--- config.mk ---
export PLATFORM = sky130hd
export DESIGN_NAME = arf_rat
export DESIGN_NICKNAME = d
export VERILOG_FILES = /design/src/rtl/arf_rat_pkg.sv /design/src/rtl/arf_rat_rat_table.sv /design/src/rtl/arf_rat.sv
export SDC_FILE = /design/constraint.sdc
export NUM_CORES = 2
export LEC_CHECK = 0
export BUFFER_PORTS_ARGS = -buffer_cell sky130_fd_sc_hd__buf_2
export CAP_MARGIN = 10
export CORE_MARGIN = 2
export CORE_UTILIZATION = 60
export DETAILED_ROUTE_END_ITERATION = 7
export HOLD_SLACK_MARGIN = 0.15
export PLACE_DENSITY = 0.84
export REMOVE_ABC_BUFFERS = 1
export SLEW_MARGIN = 40
export SYNTH_ARGS = -nofsm -noshare
export SYNTH_HDL_FRONTEND = slang
export SYNTH_SLANG_ARGS = --single-unit
--- constraint.sdc ---
create_clock -name clk -period 40 [get_ports clk]
set_input_delay 2 -clock clk [delete_from_list [all_inputs] [get_ports clk]]
set_output_delay 2 -clock clk [all_outputs]
set_load 0.01 [all_outputs]
--- src/rtl/arf_rat_pkg.sv ---
// arf_rat_pkg
// Shared definitions for the architectural register file / register alias
// table block: widths, index/data types and the RAT entry record.
package arf_rat_pkg;

  localparam int N_ARF_REGS     = 32;
  localparam int ARF_ID_WIDTH   = 5;
  localparam int ROB_ID_WIDTH   = 4;
  localparam int REG_DATA_WIDTH = 32;

  localparam int ARF_N_REGS    = N_ARF_REGS;
  localparam int ROB_N_ENTRIES = 1 << ROB_ID_WIDTH;

  typedef logic [ARF_ID_WIDTH-1:0]   arf_id_t;
  typedef logic [ROB_ID_WIDTH-1:0]   rob_id_t;
  typedef logic [REG_DATA_WIDTH-1:0] reg_data_t;

  // One alias-table entry: when valid, the architectural register's newest
  // value is still in flight and will be produced by ROB entry rob_id.
  typedef struct packed {
    logic    valid;
    rob_id_t rob_id;
  } rat_entry_t;

endpackage

--- src/rtl/arf_rat_rat_table.sv ---
// rat_table
// Register alias table: one {valid, rob_id} entry per architectural register.
// Ports:
//   clk, rst                 clock, asynchronous active-high reset
//   rd1_id/rd1, rd2_id/rd2   two combinational lookup ports
//   disp_we/disp_id/disp_rob_id  dispatch write (records a new mapping)
//   clr_en/clr_id/clr_rob_id     retire clear (only if mapping still matches)
//   flush                    drop every mapping at the next edge
// Entry 0 (x0) is constant and never renamed.
module rat_table
  import arf_rat_pkg::*;
(
  input  logic       clk,
  input  logic       rst,
  input  arf_id_t    rd1_id,
  output rat_entry_t rd1,
  input  arf_id_t    rd2_id,
  output rat_entry_t rd2,
  input  logic       disp_we,
  input  arf_id_t    disp_id,
  input  rob_id_t    disp_rob_id,
  input  logic       clr_en,
  input  arf_id_t    clr_id,
  input  rob_id_t    clr_rob_id,
  input  logic       flush
);

  logic    entry_valid [N_ARF_REGS];
  rob_id_t entry_rob   [N_ARF_REGS];

  genvar gi;
  generate
    for (gi = 0; gi < N_ARF_REGS; gi++) begin : g_entry
      if (gi == 0) begin : g_zero
        assign entry_valid[gi] = 1'b0;
        assign entry_rob[gi]   = '0;
      end else begin : g_reg
        logic    valid_reg;
        rob_id_t rob_reg;

        always_ff @(posedge clk or posedge rst) begin
          if (rst) begin
            valid_reg <= 1'b0;
            rob_reg   <= '0;
          end else if (flush) begin
            // Flush squashes any same-cycle dispatch; rob_id is left as a
            // don't-care behind valid=0.
            valid_reg <= 1'b0;
          end else if (disp_we && disp_id == arf_id_t'(gi)) begin
            // A new mapping overrides both an older mapping and a same-cycle
            // retire clear of the same register.
            valid_reg <= 1'b1;
            rob_reg   <= disp_rob_id;
          end else if (clr_en && clr_id == arf_id_t'(gi) && valid_reg &&
                       rob_reg == clr_rob_id) begin
            // Only clear if the retiring instruction is still the newest
            // producer; a younger mapping must survive.
            valid_reg <= 1'b0;
          end
        end

        assign entry_valid[gi] = valid_reg;
        assign entry_rob[gi]   = rob_reg;
      end
    end
  endgenerate

  assign rd1 = '{valid: entry_valid[rd1_id], rob_id: entry_rob[rd1_id]};
  assign rd2 = '{valid: entry_valid[rd2_id], rob_id: entry_rob[rd2_id]};

endmodule

--- src/rtl/arf_rat.sv ---
// arf_rat
// Architectural register file plus register alias table.
// Ports:
//   clk, rst_aH                      clock, asynchronous active-high reset
//   dispatch_fire/_dst_valid/_dst_arf_id/_rob_id  rename a destination
//   srcN_arf_id -> srcN_renamed/_rob_id/_arf_data  zero-latency lookups
//   retire/_rob_id/_arf_id/_reg_data  commit a retired result
//   flush                             discard all speculative mappings
// Lookups read registered state only; same-cycle dispatch/retire are not
// bypassed (the ROB still holds a retiring value, and a same-cycle dispatch
// is younger than the looking-up instruction).
module arf_rat
  import arf_rat_pkg::*;
(
  input  logic      clk,
  input  logic      rst_aH,
  input  logic      dispatch_fire,
  input  logic      dispatch_dst_valid,
  input  arf_id_t   dispatch_dst_arf_id,
  input  rob_id_t   dispatch_rob_id,
  input  arf_id_t   src1_arf_id,
  output logic      src1_renamed,
  output rob_id_t   src1_rob_id,
  output reg_data_t src1_arf_data,
  input  arf_id_t   src2_arf_id,
  output logic      src2_renamed,
  output rob_id_t   src2_rob_id,
  output reg_data_t src2_arf_data,
  input  logic      retire,
  input  rob_id_t   retire_rob_id,
  input  arf_id_t   retire_arf_id,
  input  reg_data_t retire_reg_data,
  input  logic      flush
);

  logic       disp_we;
  logic       ret_we;
  rat_entry_t rat_rd1;
  rat_entry_t rat_rd2;
  reg_data_t  arf_data [N_ARF_REGS];

  // x0 is excluded by the table/array structure itself (entry 0 has no
  // storage), so the enables need no x0 qualification.
  assign disp_we = dispatch_fire && dispatch_dst_valid;
  assign ret_we  = retire;

  rat_table u_rat_table (
    .clk         (clk),
    .rst         (rst_aH),
    .rd1_id      (src1_arf_id),
    .rd1         (rat_rd1),
    .rd2_id      (src2_arf_id),
    .rd2         (rat_rd2),
    .disp_we     (disp_we),
    .disp_id     (dispatch_dst_arf_id),
    .disp_rob_id (dispatch_rob_id),
    .clr_en      (ret_we),
    .clr_id      (retire_arf_id),
    .clr_rob_id  (retire_rob_id),
    .flush       (flush)
  );

  genvar gi;
  generate
    for (gi = 0; gi < N_ARF_REGS; gi++) begin : g_arf
      if (gi == 0) begin : g_zero
        assign arf_data[gi] = '0;
      end else begin : g_reg
        reg_data_t data_reg;

        // Retire commits even during a flush: the retiring instruction is
        // older than the mispredict.
        always_ff @(posedge clk or posedge rst_aH) begin
          if (rst_aH) begin
            data_reg <= '0;
          end else if (ret_we && retire_arf_id == arf_id_t'(gi)) begin
            data_reg <= retire_reg_data;
          end
        end

        assign arf_data[gi] = data_reg;
      end
    end
  endgenerate

  assign src1_renamed  = rat_rd1.valid;
  assign src1_rob_id   = rat_rd1.rob_id;
  assign src1_arf_data = arf_data[src1_arf_id];
  assign src2_renamed  = rat_rd2.valid;
  assign src2_rob_id   = rat_rd2.rob_id;
  assign src2_arf_data = arf_data[src2_arf_id];

endmodule

Yosys cells after proc, flatten, opt, wreduce, memory -nomap -nowiden
Index checks and enable logic that the tools add are counted.

operators by class
  magnitude comparators = 2
  eq/ne operators = 93
  multiplexer cells = 111
  bitwise operators = 3
  reductions and logical operators = 187

operator list
  kind                                                  number
  binary-select mux 32 bit (select 5 bit)               2
  equality test 5 bit (second input constant)           32
  two-way mux 32 bit                                    4
  logical AND 1 bit                                     125
  equality test 4 bit                                   31
  two-way mux 1 bit                                     97
  nonzero test 3 bit                                    31
  equality test 5 x 4 -> 1 bit (second input constant)  16
  AND reduction 2 bit                                   31
  binary-select mux 4 bit (select 5 bit)                2
  equality test 5 x 3 -> 1 bit (second input constant)  8
  equality test 5 x 2 -> 1 bit (second input constant)  4
  two-way mux 4 bit                                     4
  >= comparator 6 bit (second input constant)           2
  NOT 5 -> 6 bit                                        2
  binary-select mux 1 bit (select 5 bit)                2
  equality test 5 x 1 -> 1 bit (second input constant)  2
  NOT 1 bit                                             1

storage, ports and cells
  flip-flop bits (word level) = 1147
  input port bits = 66
  output and inout bits = 74
  word-level logic and storage cells = 489

Logic depth before layout (Yosys ltp)
  word-level depth = 7
  mapped depth = 9
  mapped depth without buffers = 4

Modules after synthesis
Synthesis repeated with hierarchy kept, for this count alone.

unflattened totals
  cell total of the unflattened synthesis = 4463
  area total of the unflattened synthesis = 63299.5 um^2

by module, submodules not included
  module     instances  cells each  area each (um^2)  sequential area each (um^2)
  arf_rat    1          3637        53196.0           24823.8
  rat_table  1          826         10103.4           3878.7

Worst setup path after synthesis
Ideal clock, no wire load.

  kind = input to output
  start point = in src1_arf_id[0]
  end point = out src1_arf_data[0]
  arrival time = 3709 ps
  data required time = 38000 ps
  path slack = 34291 ps
  stages on the path = 7
  path buffers = 3
  cell sequence = buf_2 -> clkbuf_1 -> buf_2 -> mux4_2 -> a22o_1 -> o21ai_0 -> o31ai_1

on the way
  longest elaborated chain between the ends = 4

ends and longest elaborated chain
  element                                                 RTL line       text
  from (decl)                                             arf_rat.sv:21  input arf_id_t src1_arf_id,
  NOT 5 -> 6 bit (not written as such)                    arf_rat.sv:88  assign src1_arf_data = arf_data[src1_arf_id];
  binary-select mux 32 bit (select 5 bit)                 arf_rat.sv:88
  two-way mux 32 bit (not written as such) (2 in series)  arf_rat.sv:88
  to (decl)                                               arf_rat.sv:24  output reg_data_t src1_arf_data,

Every way passes these cells. The select of a mux whose other input is x is not followed.

Final worst setup path
  start point = in src2_arf_id[2]
  end point = out src2_rob_id[0]

on the way
  longest elaborated chain between the ends = 4

ends and longest elaborated chain
  element                                                RTL line                 text
  from (decl)                                            arf_rat.sv:25            input arf_id_t src2_arf_id,
  NOT 5 -> 6 bit (not written as such)                   arf_rat_rat_table.sv:69  assign rd2 = '{valid: entry_valid[rd2_id], rob_id: entry_rob[rd2_id]};
  binary-select mux 4 bit (select 5 bit)                 arf_rat_rat_table.sv:69
  two-way mux 4 bit (not written as such) (2 in series)  arf_rat_rat_table.sv:69
  to (decl)                                              arf_rat.sv:27            output rob_id_t src2_rob_id,

Every way passes these cells. The select of a mux whose other input is x is not followed.

==> results.json <==
{
  "outcome": "finished, final reports clean",
  "period_needed_ps": 8430,
  "cts_made_buffers": 117,
  "ys_warn_count": 0,
  "cts_tree": "yes",
  "hold_path_depth": 1,
  "design.die.area_um2": 107000,
  "clock-sinks": 1147,
  "ctsResizeCount": 0,
  "yosys_most_used_dff": "dfrtp_1",
  "cts_setup_buffers": 0,
  "hold_buffers": 0,
  "worstSetupEndpointType": "output port",
  "peakVddDrop_mv": 0.0414,
  "gp_congestion": 0.916,
  "antenna_found_initial": 10,
  "die_x_um": 328,
  "ios": 140,
  "layout-drive-gt1-share_pct": 48.8,
  "yosysSeqAreaShare_pct": 45.6,
  "core_area_um2": 104000,
  "syn2layout_area_growth_pct": 9.58,
  "yosysTopAreaCell": "dfrtp_1",
  "cp.depth": 10,
  "fin_area_um2": 68900,
  "avgSynthCellArea_um2": 14.2,
  "required_ps": 38000,
  "maxCapViolCount": 0,
  "rsz0062_at_grt": "no",
  "relSlewSlack_pct": 36.0,
  "tightest_slew_ps": 959,
  "period_share_pct": 21.1,
  "route.vias.total": 43000,
  "setup_violations": 0,
  "ctsLongestPathBuffers": 3,
  "power_mw": 3.40,
  "grt_pass1_wl_um": 287000,
  "grt_pass1_vias": 44800,
  "finalSetupTns_ps": 0,
  "dr.pass1.iters": 5,
  "syn_area_um2": 62900,
  "critPathKind": "in -> out",
  "skew_ps": 15.5,
  "ys_ff_latch": 1147,
  "htree_levels": 3,
  "crit_top_cell": "buf_4",
  "post-place-ws_ps": 31640,
  "fmax_mhz": 119,
  "grt_use_total_pct": 35.7,
  "critical_path.max_stage_delay_ps": 770,
  "place_area_um2": 64600,
  "reg2reg_depth": 4,
  "initial_core_util_pct": 60.6,
  "cp.arrival_ps": 6430,
  "fin_cells": 5816,
  "hp-class": "reg -> reg",
  "grt_max_degree": 133,
  "port-buffer-count": 139,
  "yosys-top-cells-count": "mux2_2 (1,182), dfrtp_1 (1,147), mux4_2 (444), clkbuf_1 (285), a22o_1 (222)",
  "setup_slack_ps": 31570,
  "clkLatencyLatePin_ps": 720,
  "cp_cell_sequence": "buf_8 -> buf_4 -> buf_4 -> buf_4 -> buf_12 -> mux4_2 -> a22o_1 -> o21ai_0 -> o31ai_1 -> buf_2",
  "leakagePower_nw": 30.3,
  "largest_reg_flops": 992,
  "dp_hpwl_um": 108000,
  "synth_top_area_share_pct": 45.6,
  "postRouteAntennaNets": 0,
  "drtIter0Drc": 5119,
  "yosysUniqueCellTypes": 46,
  "wl_per_cell_um": 32.8,
  "drcViolationCount": 0,
  "crit_buf_inv": 6,
  "ys_top_cells_by_area": "dfrtp_1 (46%), mux2_2 (21%), mux4_2 (16%)",
  "cts.clk_slew.worst_paths_ps": 60,
  "syn-instance-count": 4438,
  "root_buffer": "clkbuf_16",
  "die_h_um": 328,
  "crit_fanout": 78,
  "crit_slowest_cell": "buf_4",
  "drv_slew": 0,
  "yosysMostFrequentCell": "mux2_2",
  "final_nets": 4392,
  "p_per_area_nw_per_um2": 49.3,
  "hold_viol": 0,
  "async_reset_ff_share_pct": 100,
  "path_delay_family": "buffers and inverters",
  "reg2reg_slack_ps": 38200,
  "placedCellCount": 5582,
  "overflow": 0,
  "drt-total-wl_um": 191000,
  "synth-edff-count": 0,
  "viasPerCell": 7.39,
  "num_rows": 118,
  "start_kind": "input pin"
}
metrics by stage:
| step | util (%) | hold slack [ps] |
|---|---|---|
| 2_1_floorplan | - | 491 |
| 3_3_place_gp | 62.0 | 499 |
| 3_5_place_dp | 62.2 | 507 |
| 4_1_cts | 66.2 | 521 |
| 5_1_grt | 66.4 | 540 |
| 6_report | 66.4 | 524 |
logic make-up after synthesis:
family | after synthesis | synth area share, %
AO/OA/AOI/OAI | 554 | 6.63
XOR/XNOR | 124 | 1.73
buffers and inverters | 480 | 3.23
flip-flops | 1147 | 45.6
multiplexers | 1819 | 40.2
AND/OR/NAND/NOR | 314 | 2.57
layer usage:
metal,share of wire (%),GRT usage (%),wire (um),vias up
li1,-,-,-,16900
met5,0.019,0,37,-
met1,37,47.2,70200,22400
met3,12,10.7,23100,743
met4,5.9,19.5,11200,6
met2,45,53.5,86200,2980
layout make-up:
cell class	instances	area, um^2
fillers	6848	34900
flip-flops and latches	1147	28700
repair buffers	244	1830
clock inverters	60	753
inverters	5	33.8
diodes	7	17.5
multi-input cells	2811	32400
clock buffers	162	3410
well taps	1380	1730
placed cells by master, fill, tap and decap left out, types with 32 or more instances in the layout:
master     synthesis  final
a211oi_1          74     74
mux4_2           444    444
a22o_1           222    222
clkbuf_8           0     32
o21ai_0           79     79
dfrtp_1         1147   1147
xor2_1            60     60
and3_1            37     37
clkbuf_16          0    119
and2_1            39     37
buf_2            127    130
nand2_1          119    106
buf_4              9     70
xnor2_1           64     64
mux2_2          1182   1182
mux2i_1          185    185
o22ai_1           74     74
o31ai_1           74     71
final timing paths:
path	startpoint	to
max	src2_arf_id[2]	src2_rob_id[0]
min	g_arf[14].g_reg.data_reg[11]$_DFFE_PP0P_	g_arf[14].g_reg.data_reg[11]$_DFFE_PP0P_
max reg2reg	u_rat_table.g_entry[9].g_reg.rob_reg[0]$_DFFE_PP0P_	u_rat_table.g_entry[9].g_reg.valid_reg$_DFFE_PP0P_
min reg2reg	g_arf[14].g_reg.data_reg[11]$_DFFE_PP0P_	g_arf[14].g_reg.data_reg[11]$_DFFE_PP0P_
max in group asynchronous	rst_aH	g_arf[13].g_reg.data_reg[28]$_DFFE_PP0P_
min in group asynchronous	rst_aH	g_arf[13].g_reg.data_reg[3]$_DFFE_PP0P_
where the power goes:
group	switching, mW	total [mW]	internal [mW]
clock network	0.486	1.17	0.687
registers	0.171	1.54	1.37
logic	0.288	0.684	0.395
total	0.945	3.40	2.45
(Power assumes the default switching activity.)
